## src/rtl/pong_pkg.sv

```systemverilog
// Shared constants, state encoding and score type for the pong game controller.
package pong_pkg;

  localparam int unsigned STATE_W             = 2;
  localparam int unsigned BCD_W               = 4;
  localparam int unsigned BALLS_W             = 2;
  localparam int unsigned TIMER_W             = 7;
  localparam int unsigned DEFAULT_NUM_BALLS   = 3;
  localparam int unsigned DEFAULT_TIMER_TICKS = 120;
  localparam int unsigned FRAME_RATE          = 60;

  typedef enum logic [STATE_W-1:0] {
    ST_NEWGAME = 2'b00,
    ST_PLAY    = 2'b01,
    ST_NEWBALL = 2'b10,
    ST_OVER    = 2'b11
  } game_state_t;

  typedef struct packed {
    logic [BCD_W-1:0] tens;
    logic [BCD_W-1:0] units;
  } score_t;

  localparam logic [BCD_W-1:0] BCD_MAX = 4'd9;

  // Two-digit BCD increment, 99 wraps to 00.
  function automatic score_t bcd_inc(input score_t s);
    score_t r;
    r = s;
    if (s.units == BCD_MAX) begin
      r.units = '0;
      r.tens  = (s.tens == BCD_MAX) ? '0 : s.tens + BCD_W'(1);
    end else begin
      r.units = s.units + BCD_W'(1);
    end
    return r;
  endfunction

endpackage

```

## src/rtl/pong_timer.sv

```systemverilog
// Frame-tick pause timer: loads on request, counts refresh ticks down to zero.
module pong_timer
  import pong_pkg::*;
#(
  parameter int unsigned TIMER_TICKS = DEFAULT_TIMER_TICKS
) (
  input  logic clk,
  input  logic reset,
  input  logic tick,
  input  logic load,
  output logic timer_up
);

  logic [TIMER_W-1:0] count;

  // Load takes priority over a coincident tick.
  always_ff @(posedge clk) begin
    if (reset) begin
      count <= '0;
    end else if (load) begin
      count <= TIMER_W'(TIMER_TICKS);
    end else if (tick && (count != '0)) begin
      count <= count - TIMER_W'(1);
    end
  end

  assign timer_up = (count == '0);

endmodule

```

## src/rtl/pong_game_ctrl.sv

```systemverilog
// Pong game flow controller: game FSM, two-digit BCD score and spare-ball count.
module pong_game_ctrl
  import pong_pkg::*;
#(
  parameter int unsigned NUM_BALLS   = DEFAULT_NUM_BALLS,
  parameter int unsigned TIMER_TICKS = DEFAULT_TIMER_TICKS
) (
  input  logic               clk,
  input  logic               reset,
  input  logic               refr_tick,
  input  logic [1:0]         btn,
  input  logic               hit,
  input  logic               miss,
  output logic               gra_still,
  output logic [BCD_W-1:0]   dig0,
  output logic [BCD_W-1:0]   dig1,
  output logic [BALLS_W-1:0] balls_left,
  output logic [STATE_W-1:0] game_state,
  output logic               game_over
);

  localparam logic [BALLS_W-1:0] BALLS_INIT = BALLS_W'(NUM_BALLS - 1);

  game_state_t        state, state_next;
  score_t             score;
  logic [BALLS_W-1:0] balls_q;
  logic               any_btn;
  logic               timer_up;
  logic               timer_load;
  logic               start_game;
  logic               score_inc;
  logic               ball_lost;

  assign any_btn = (btn != 2'b00);

  pong_timer #(
    .TIMER_TICKS(TIMER_TICKS)
  ) u_timer (
    .clk     (clk),
    .reset   (reset),
    .tick    (refr_tick),
    .load    (timer_load),
    .timer_up(timer_up)
  );

  always_ff @(posedge clk) begin
    if (reset) begin
      state <= ST_NEWGAME;
    end else begin
      state <= state_next;
    end
  end

  // Next state plus datapath strobes; a miss in PLAY beats a coincident hit.
  always_comb begin
    state_next = state;
    timer_load = 1'b0;
    start_game = 1'b0;
    score_inc  = 1'b0;
    ball_lost  = 1'b0;
    case (state)
      ST_NEWGAME: begin
        if (any_btn) begin
          state_next = ST_PLAY;
          start_game = 1'b1;
        end
      end
      ST_PLAY: begin
        if (miss) begin
          timer_load = 1'b1;
          if (balls_q != '0) begin
            state_next = ST_NEWBALL;
            ball_lost  = 1'b1;
          end else begin
            state_next = ST_OVER;
          end
        end else if (hit) begin
          score_inc = 1'b1;
        end
      end
      ST_NEWBALL: begin
        if (timer_up && any_btn) begin
          state_next = ST_PLAY;
        end
      end
      ST_OVER: begin
        if (timer_up) begin
          state_next = ST_NEWGAME;
        end
      end
    endcase
  end

  always_ff @(posedge clk) begin
    if (reset) begin
      score <= '0;
    end else if (start_game) begin
      score <= '0;
    end else if (score_inc) begin
      score <= bcd_inc(score);
    end
  end

  always_ff @(posedge clk) begin
    if (reset) begin
      balls_q <= BALLS_INIT;
    end else if (start_game) begin
      balls_q <= BALLS_INIT;
    end else if (ball_lost) begin
      balls_q <= balls_q - BALLS_W'(1);
    end
  end

  assign dig0       = score.units;
  assign dig1       = score.tens;
  assign balls_left = balls_q;
  assign game_state = state;
  assign gra_still  = (state != ST_PLAY);
  assign game_over  = (state == ST_OVER);

endmodule

```

## config.mk

```make
export PLATFORM = sky130hd
export DESIGN_NAME = pong_game_ctrl
export DESIGN_NICKNAME = d
export VERILOG_FILES = /design/src/rtl/pong_pkg.sv /design/src/rtl/pong_timer.sv /design/src/rtl/pong_game_ctrl.sv
export SDC_FILE = /design/constraint.sdc
export NUM_CORES = 1
export LEC_CHECK = 0
export CAP_MARGIN = 20
export CORE_MARGIN = 3
export CORE_UTILIZATION = 44
export CTS_CLUSTER_DIAMETER = 100
export DETAILED_ROUTE_END_ITERATION = 12
export PLACE_DENSITY = 0.71
export SYNTH_ARGS = -nofsm -noshare
export SYNTH_HDL_FRONTEND = slang
export SYNTH_SLANG_ARGS = --single-unit
export TNS_END_PERCENT = 10
```

## constraint.sdc

```tcl
create_clock -name clk -period 2.05 [get_ports clk]
set_input_delay 0.205 -clock clk [delete_from_list [all_inputs] [get_ports clk]]
set_output_delay 0.205 -clock clk [all_outputs]
set_load 0.02 [all_outputs]
```

==> metrics, run 1 <==
placed wire-length estimate=1530 um; Detailed Route WL=2060 um; CP Capture Type=flop; Slew Limit Fails=0; final worst slack=0.0897 ns; Post-Syn Instances=112; Starting Density=47.8%; first-pass iteration count of the detailed router=4; I/O pin cnt=21; leakage power=0.482 nW; CTS Hold Buffers Added=0; port bufs=20; Multi-input gate area=543 um^2; Power Total=0.00114 W; most frequent cell after synthesis=dfxtp_1; Fin. Hold Viols=0; Place WS=0.0754 ns; unrepaired setup endpoints after global routing=false; crit share post-route=95.6%; initial antenna violation count=0; die area=0.00279 mm^2; Primary FF master, synth=dfxtp_1; H-tree levels=1; Slew @ Worst Pin=0.359 ns; Core Util, Final=61.4%; setup skew after layout=0.00292 ns; grt ovf=0; Worst-path clk slew=0.10 ns; ANT cells=0; number of global-route vias before repair=792; Achievable Freq=510 MHz; YS warnings=0; worst hold margin=0.523 ns; Startpoint Class=flop; CTS tree=yes; clock root cell=clkbuf_4; Post-synth ARST share=0%; Commonest cells post-synth=dfxtp_1, nor2_1, nand2_1; largest net degree at the start of global routing=11; Peak supply drop=600 uV; chip height=52.9 um; Max transition margin=75.9%; Fin Setup TNS=0 ns; Post-DRT Antenna Nets=0; Max Cap Viol=0; Critical Path End=game_state[0]; status=completed; Crit Path Max Fanout=4; post-layout min period=1.96 ns; Register-to-Register Path Depth=6; final setup fails=0; worst reg2reg path startpoint=u_timer.count[0]; post-synth top area share=39.4%; Clock Sink Count=19; core area=0.00202 mm^2; setup bufs post-CTS=0; flop-to-flop setup slack=0.09 ns; routed via count=864; Storage cell area=380 um^2; GR Util All Layers=17.4%; layout cells sized above 1=10.9%; Clock Latency Late Sink=0.30 ns; # rows=16; Detailed Route Iter0 Violations=11; filler cell count=184; Die X=52.9 um; Synth area leaders=dfxtp_1, nor2_1, ha_1; power density over the cells=922 mW/mm^2; Layout area overhead=28.5%; Post-route DRC=0; detail-routed via count per cell=5.24; worst setup path class=reg -> reg; syn nets=122; CTS buffer count=3; Mapped Area=966 um^2; FF+latch count, synth=19; EDFF count, synth=0; Synth Area per Inst=8.62 um^2; critical path launch point=u_timer.count[0]; first-pass GRT wire length=3530 um; Final nets=149; Req. time, crit path=2.26 ns; Synth cell types=37; Crit path arrival time=2.17 ns; worst-case clock buffer depth=2; register area share after synthesis=39.4%; post-DR wirelength/cell=12.5 um; Yosys top cell by area=dfxtp_1; Worst Hold Class=reg -> reg; FF-to-FF End=game_state[0]; GPL Wtd Cong=0.758
per-stage QoR:
step,instance area (um^2),instances
floorplan,966,112
global placement,1210,160
detailed placement,1210,160
CTS,1230,164
global route,1240,165
finish,1240,165
layout make-up:
| class | instances | area share (%) |
|---|---|---|
| inverter | 6 | 1.81 |
| clock buffer | 4 | 2.12 |
| sequential | 19 | 30.6 |
| timing repair buffer | 25 | 19.0 |
| tap | 27 | 2.72 |
| multi-input combinational | 84 | 43.8 |
cell usage in the layout, fill, tap and decap left out:
| master | netlist | routed |
|---|---|---|
| nand4_1 | 2 | 2 |
| mux2i_1 | 2 | 2 |
| xnor2_1 | 3 | 3 |
| nor2b_1 | 4 | 4 |
| or2_4 | 0 | 1 |
| xor2_2 | 1 | 1 |
| xor2_1 | 3 | 3 |
| dfxtp_1 | 19 | 19 |
| and3b_1 | 2 | 2 |
| a21o_1 | 1 | 1 |
| a311oi_1 | 1 | 1 |
| clkdlybuf4s50_1 | 0 | 20 |
| a21oi_1 | 7 | 7 |
| or4b_2 | 1 | 1 |
| or2_2 | 1 | 1 |
| or3_1 | 2 | 2 |
| nor4_1 | 1 | 1 |
| o31ai_1 | 1 | 1 |
| a31o_2 | 1 | 1 |
| clkbuf_1 | 1 | 1 |
| clkbuf_4 | 0 | 3 |
| a2111oi_2 | 1 | 1 |
| nand3b_1 | 2 | 2 |
| nand2b_1 | 1 | 1 |
| ha_1 | 3 | 3 |
| buf_2 | 0 | 1 |
| a31oi_1 | 4 | 4 |
| or4b_1 | 1 | 1 |
| buf_4 | 1 | 4 |
| nand2_1 | 10 | 10 |
| or4_2 | 1 | 1 |
| nor2_1 | 12 | 12 |
| and2_1 | 2 | 2 |
| nand3_1 | 3 | 3 |
| inv_1 | 6 | 6 |
| nor4bb_1 | 1 | 1 |
| o21ai_0 | 6 | 6 |
| nor3_1 | 2 | 2 |
| and4b_1 | 1 | 1 |
worst max-delay path: stages (launching register included):
cell and delay (ns):
dfxtp_1 0.34, inv_1 0.11, ha_1 0.19, or4b_1 0.47, or2_4 0.28, xor2_2 0.15, a2111oi_2 0.34
where the power goes:
part / switching (W) / internal [W] / total [W]
clock network: 0.000113 / 0.0000758 / 0.000189
registers: 0.0000561 / 0.000427 / 0.000483
logic: 0.000240 / 0.000232 / 0.000472
total: 0.000409 / 0.000735 / 0.00114
kinds of logic (layout without fill, tap and decap cells):
group / Yosys count / after routing / share of synthesized area (%)
AO/OA/AOI/OAI: 22 / 22 / 14.2
adder cells (fa/ha/maj): 3 / 3 / 3.89
buffers and inverters: 9 / 35 / 4.66
AND/OR/NAND/NOR: 50 / 50 / 28.6
flip-flops: 19 / 19 / 39.4
XOR/XNOR: 7 / 7 / 7.13
multiplexers: 2 / 2 / 2.07
flip-flops by register name, indices dropped and copies added, names as in the netlist:
signal         flops
dig1               4
dig0               4
game_state         2
u_timer.count      7
balls_left         2
metal layers:
| metal | wire length [um] | global-route usage [%] | vias up |
|---|---|---|---|
| met5 | 0 | 0 | - |
| met4 | 49 | 10.6 | 0 |
| met3 | 97 | 3.10 | 4 |
| met2 | 915 | 26.4 | 20 |
| met1 | 999 | 22.7 | 390 |
| li1 | - | - | 450 |
worst min path at each step:
| stage | start | endpoint | cells past startpoint |
|---|---|---|---|
| floorplan | reset | game_state[1] | 1 |
| global placement | u_timer.count[3] | u_timer.count[3] | 2 |
| detailed placement | dig0[3] | dig0[3] | 2 |
| CTS | dig0[3] | dig0[3] | 2 |
| global route | u_timer.count[3] | u_timer.count[3] | 2 |
| finish | dig0[3] | dig0[3] | 2 |
what timing repair did:
action | 4_1_cts | 5_1_grt
endpoints found under the setup margin | 0 | 1
hold endpoints to repair | 0 | 0
gates resized for setup | 0 | 1
No activity file was read; power rests on OpenSTA's default activity.
==> run 2: changes to the inputs <==
CORE_UTILIZATION = 49   (was 44)
PLACE_DENSITY = 0.75   (was 0.71)
clock period = 2.2 ns   (was 2.05 ns; I/O delays follow)
==> run 2 against run 1 <==
Compared with the run above: setup slack improved by 0.13 ns; first-iteration DRC count up 55%; flip-flop and latch count stayed put; largest power group unchanged.
==> metrics, run 2 (synthesis results as in run 1) <==
WP buf/inv=1; setup skew after layout=0.00538 ns; Largest register FFs=7; CTS buffer count=3; die area=0.00254 mm^2; Slew Limit Fails=0; unrepaired setup endpoints after global routing=false; worst-case clock buffer depth=2; Starting Density=53.6%; met1 usage=21.2%; Worst path max stage delay=0.46 ns; Final nets=146; power density over the cells=850 mW/mm^2; Die X=50.4 um; CP Capture Type=flop; Multi-input gate area=543 um^2; crit path max-delay cell type=or4b_1; Worst Hold End=u_timer.count[3]; H-tree levels=1; Crit Path Max Fanout=9; core area=0.00180 mm^2; chip height=50.4 um; Net Switching=0.000375 W; number of global-route vias before repair=749; Max Cap Viol=0; initial antenna violation count=0; worst setup path class=reg -> reg; worst reg2reg path startpoint=u_timer.count[0]; post-layout min period=1.98 ns; grt ovf=0; Post-Layout Cell Count=160; final worst slack=0.216 ns; Worst Hold Class=reg -> reg; Clock Latency Late Sink=0.29 ns; routed via count=838; Slew @ Worst Pin=0.396 ns; Crit path max-delay family=simple AND/OR/NAND/NOR gates; largest register by flop count=u_timer.count; commonest non-fill, non-tap cell in the layout=clkdlybuf4s50_1; GRT met2 Usage=29.3%; total placed cells including tap cells=156; Clk pwr share=16.3%; Net Sw Frac=36.3%; FF-to-FF End=game_state[0]; Post-DRT Antenna Nets=0; clock root cell=clkbuf_4; GPL Wtd Cong=0.748; Detailed Route WL=1930 um; Fin. Hold Viols=0; post-DR wirelength/cell=12.1 um; Seq pwr share=43.5%; Achievable Freq=504 MHz; Startpoint Class=flop; setup bufs post-CTS=0; CTS tree=yes; Comb pwr share=40.1%; status=completed; hold depth=2; largest net degree at the start of global routing=11; Clock Sink Count=19; worst hold margin=0.519 ns; Req. time, crit path=2.40 ns; Storage cell area=380 um^2; ANT cells=0; Detailed Route Iter0 Violations=17; most frequent cells in the layout=clkdlybuf4s50_1, dfxtp_1, nor2_1; leakage power=0.468 nW; Post-route DRC=0; Register-to-Register Path Depth=6; grt met3 use=5.64%; Crit path arrival time=2.18 ns; flop-to-flop setup slack=0.22 ns; first-pass GRT wire length=3390 um; crit share post-route=90.2%; Worst-path clk slew=0.10 ns; final setup fails=0; detail-routed via count per cell=5.24; # rows=15; port bufs=20; GR Util All Layers=17.5%; Place WS=0.116 ns; Fin Setup TNS=0 ns; hold_sp=u_timer.count[3]; placed wire-length estimate=1480 um; Top Usage Layer GRT=met2; I/O pin cnt=21; layout cells sized above 1=8.89%; crit-path cells=inv_1, ha_1, or4b_1, or2_4, xor2_2, a2111oi_2; Peak supply drop=525 uV; Max transition margin=73.4%; filler cell count=166; Layout area overhead=25.9%; Pint=0.000659 W; first-pass iteration count of the detailed router=4
run 2: tightest hold or removal path, stage by stage, from the launching register on:
cell     delay (ns)
dfxtp_1        0.33
nand2_1        0.06
a31oi_1        0.08
run 2: cell type report:
type,instances,area share (%)
flip-flops and latches,19,31.3
well taps,25,2.57
inverters,6,1.85
clock buffers,4,2.16
multi-input cells,84,44.7
repair buffers,22,17.5
run 2: through the flow:
step                total power [W]  cell area, um^2  utilization [%]
floorplan                  0.000772              966                -
global placement           0.000829             1180             65.6
detailed placement         0.000859             1190             65.9
CTS                         0.00103             1210             67.4
global route                0.00111             1220             67.5
finish                      0.00103             1220             67.5
run 2: what timing repair did:
item | in CTS | in global routing
endpoints found under the setup margin | 0 | 1
resized for setup | 0 | 1
hold buffers | 0 | 0
run 2: worst max-delay path by stage:
stage / slack (ns) / to / startpoint / cells after the start
6_report: 0.22 / game_state[0] / u_timer.count[0] / 6
5_1_grt: 0.11 / game_state[0] / u_timer.count[0] / 6
4_1_cts: 0.09 / game_state[0] / u_timer.count[0] / 6
3_5_place_dp: 0.12 / game_state[0] / u_timer.count[0] / 6
3_3_place_gp: 0.17 / dig0[3] / btn[1] / 4
2_1_floorplan: 0.31 / game_state[0] / u_timer.count[0] / 7
run 2: power groups by stage:
stage               Combinational, W  Clock [W]  Sequential, W
floorplan                   0.000322          0       0.000450
CTS                         0.000403   0.000178       0.000449
detailed placement          0.000402          0       0.000457
global placement            0.000376          0       0.000453
global route                0.000461   0.000193       0.000460
finish                      0.000415   0.000169       0.000450
run 2: layer usage:
metal	share of wire (%)	up-vias	wire (um)
met5	0	-	0
met4	0.62	0	12
li1	-	443	-
met2	47	23	904
met3	4.6	2	89
met1	48	370	925
==> run 3: changes to the inputs <==
PLACE_DENSITY = 0.74   (was 0.75)
SYNTH_HIERARCHICAL = 1   (was unset)
==> run 3 against run 2 <==
Compared with the run above: clock skew up 0.00067 ns; flip-flop and latch count did not move; total power up 12%; sequential power grew 6.9%; cell count is the same; synthesized cell count rose by 1.8%; wire length rose by 4.1%; register-to-register slack improved by 0.19 ns; fmax is 11% higher; hold slack lost 0.0031 ns.
==> metrics, run 3 <==
status=completed; Yosys top cell by area=dfxtp_1; post-CTS resize count=0; worst setup path class=reg -> out; Layout area overhead=24.5%; most frequent cells in the layout=clkdlybuf4s50_1, dfxtp_1, nor2_1; critical path launch point=game_state[0]; register area share after synthesis=38.4%; largest register by flop count=u_timer/count; grt ovf=0; Clock Latency Late Sink=0.30 ns; Post-synth ARST share=0%; clock root cell=clkbuf_4; power density over the cells=938 mW/mm^2; Clock Sink Count=19; die area=0.00260 mm^2; layout cells sized above 1=7.41%; Achievable Freq=557 MHz; filler cell count=166; GR Util All Layers=18.1%; Slew Limit Fails=0; placed cell areas=0.00121 mm^2; post-DR wirelength/cell=12.6 um; Crit path arrival time=1.57 ns; ANT cells=0; Primary FF master, synth=dfxtp_1; # rows=15; post-synthesis compound-gate area fraction=14.4%; final setup fails=0; Fin Setup TNS=0 ns; Die X=51.0 um; I/O pin cnt=21; Max Cap Viol=0; number of global-route vias before repair=851; post-synth top area share=38.4%; setup skew after layout=0.00605 ns; FF+latch count, synth=19; port bufs=20; Largest register FFs=7; Worst-path clk slew=0.10 ns; Synth area leaders=dfxtp_1, nor2_1, xnor2_1; Post-route DRC=0; chip height=51.0 um; placed wire-length estimate=1500 um; first-pass GRT wire length=3570 um; Finished Cell Area=0.00123 mm^2; setup bufs post-CTS=0; largest family of logic cells by synthesized area=simple AND/OR/NAND/NOR gates; Fin. Hold Viols=0; crit share post-route=81.6%; syn nets=124; Synth Area per Inst=8.69 um^2; EDFF count, synth=0; CTS buffer count=3; Peak supply drop=528 uV; Req. time, crit path=1.98 ns; CTS Hold Buffers Added=0; Slew @ Worst Pin=0.535 ns; Detailed Route Iter0 Violations=10; Adder-Cell Fraction of Synth Area=3.79%; largest net degree at the start of global routing=12; GPL Wtd Cong=0.790; YS warnings=6; post-layout min period=1.79 ns; Power Total=0.00116 W; worst reg2reg path startpoint=u_timer/count[4]; Startpoint Class=flop; H-tree levels=1; Crit Path Max Fanout=9; Max transition margin=64.2%; commonest non-fill, non-tap cell in the layout=clkdlybuf4s50_1; leakage power=0.473 nW; unrepaired setup endpoints after global routing=false; Post-Syn Instances=114; Synth cell types=35; mux cell area share after synthesis=3.03%; Worst Hold Class=reg -> reg; Detailed Route WL=2010 um; first-pass iteration count of the detailed router=3; Starting Density=54.4%; core area=0.00182 mm^2; xor and xnor area share after synthesis=7.95%; most frequent cell after synthesis=dfxtp_1; hold_sp=u_timer/count[6]; Commonest cells post-synth=dfxtp_1, nor2_1, inv_1, nor3_1, a21oi_1; detail-routed via count per cell=5.44; worst-case clock buffer depth=2; routed via count=871; CTS tree=yes; Mapped Area=991 um^2; simple-gate area share of the yosys netlist=27.8%; Post-DRT Antenna Nets=0; Final nets=146; CP Capture Type=primary output; initial antenna violation count=0
run 3: logic make-up (layout without fill, tap and decap cells):
logic type | after synthesis | in the layout
and+or+nand+nor | 47 | 47
AOI/OAI and AO/OA | 22 | 22
DFF | 19 | 19
buffers and inverters | 11 | 32
xor gates and xnor gates | 9 | 9
adders and majority gates | 3 | 3
muxes | 3 | 3
run 3: worst max-delay path: stages (launching register included):
cell and delay, ns:
dfxtp_1 0.51, and2_1 0.17, clkdlybuf4s50_1 0.60
run 3: cell type report:
cell class,instances,area [um^2],area share (%)
clock buffers,3,22.5,1.83
clock inverters,1,5.00,0.406
inverters,8,30.0,2.43
multi-input cells,84,564,45.7
flip-flops and latches,19,380,30.8
well taps,25,31.3,2.54
repair buffers,20,200,16.2
run 3: per-layer routing:
metal  vias up  routed length, um  track usage (%)
met1       410                964             22.4
met5         -                  0                0
met2        18                929             29.6
met4         0                 36             9.42
li1        439                  -                -
met3         4                 81             3.21
run 3: final timing paths:
path                       to  slack (ns)  cells after the start
max                 game_over        0.41                      2
min reg2reg  u_timer/count[6]        0.52                      2
max reg2reg  u_timer/count[5]        0.41                      4
min          u_timer/count[6]        0.52                      2
run 3: metrics by stage:
| stage | hold slack [ns] | worst slack (ns) | std cells | util, % |
|---|---|---|---|---|
| final | 0.516 | 0.406 | 160 | 67.8 |
| after global routing | 0.555 | 0.296 | 160 | 67.8 |
| after CTS | 0.517 | 0.391 | 160 | 67.8 |
| after detailed placement | 0.500 | 0.458 | 156 | 66.3 |
| after global placement | 0.491 | 0.511 | 156 | 66.3 |
| after floorplan | 0.289 | 0.561 | 114 | - |
run 3: where the power goes:
group | internal (W) | switching (W) | leakage, nW
logic | 0.000226 | 0.000274 | 0.300
clock network | 0.0000677 | 0.000108 | 0.0177
registers | 0.000411 | 0.0000696 | 0.155
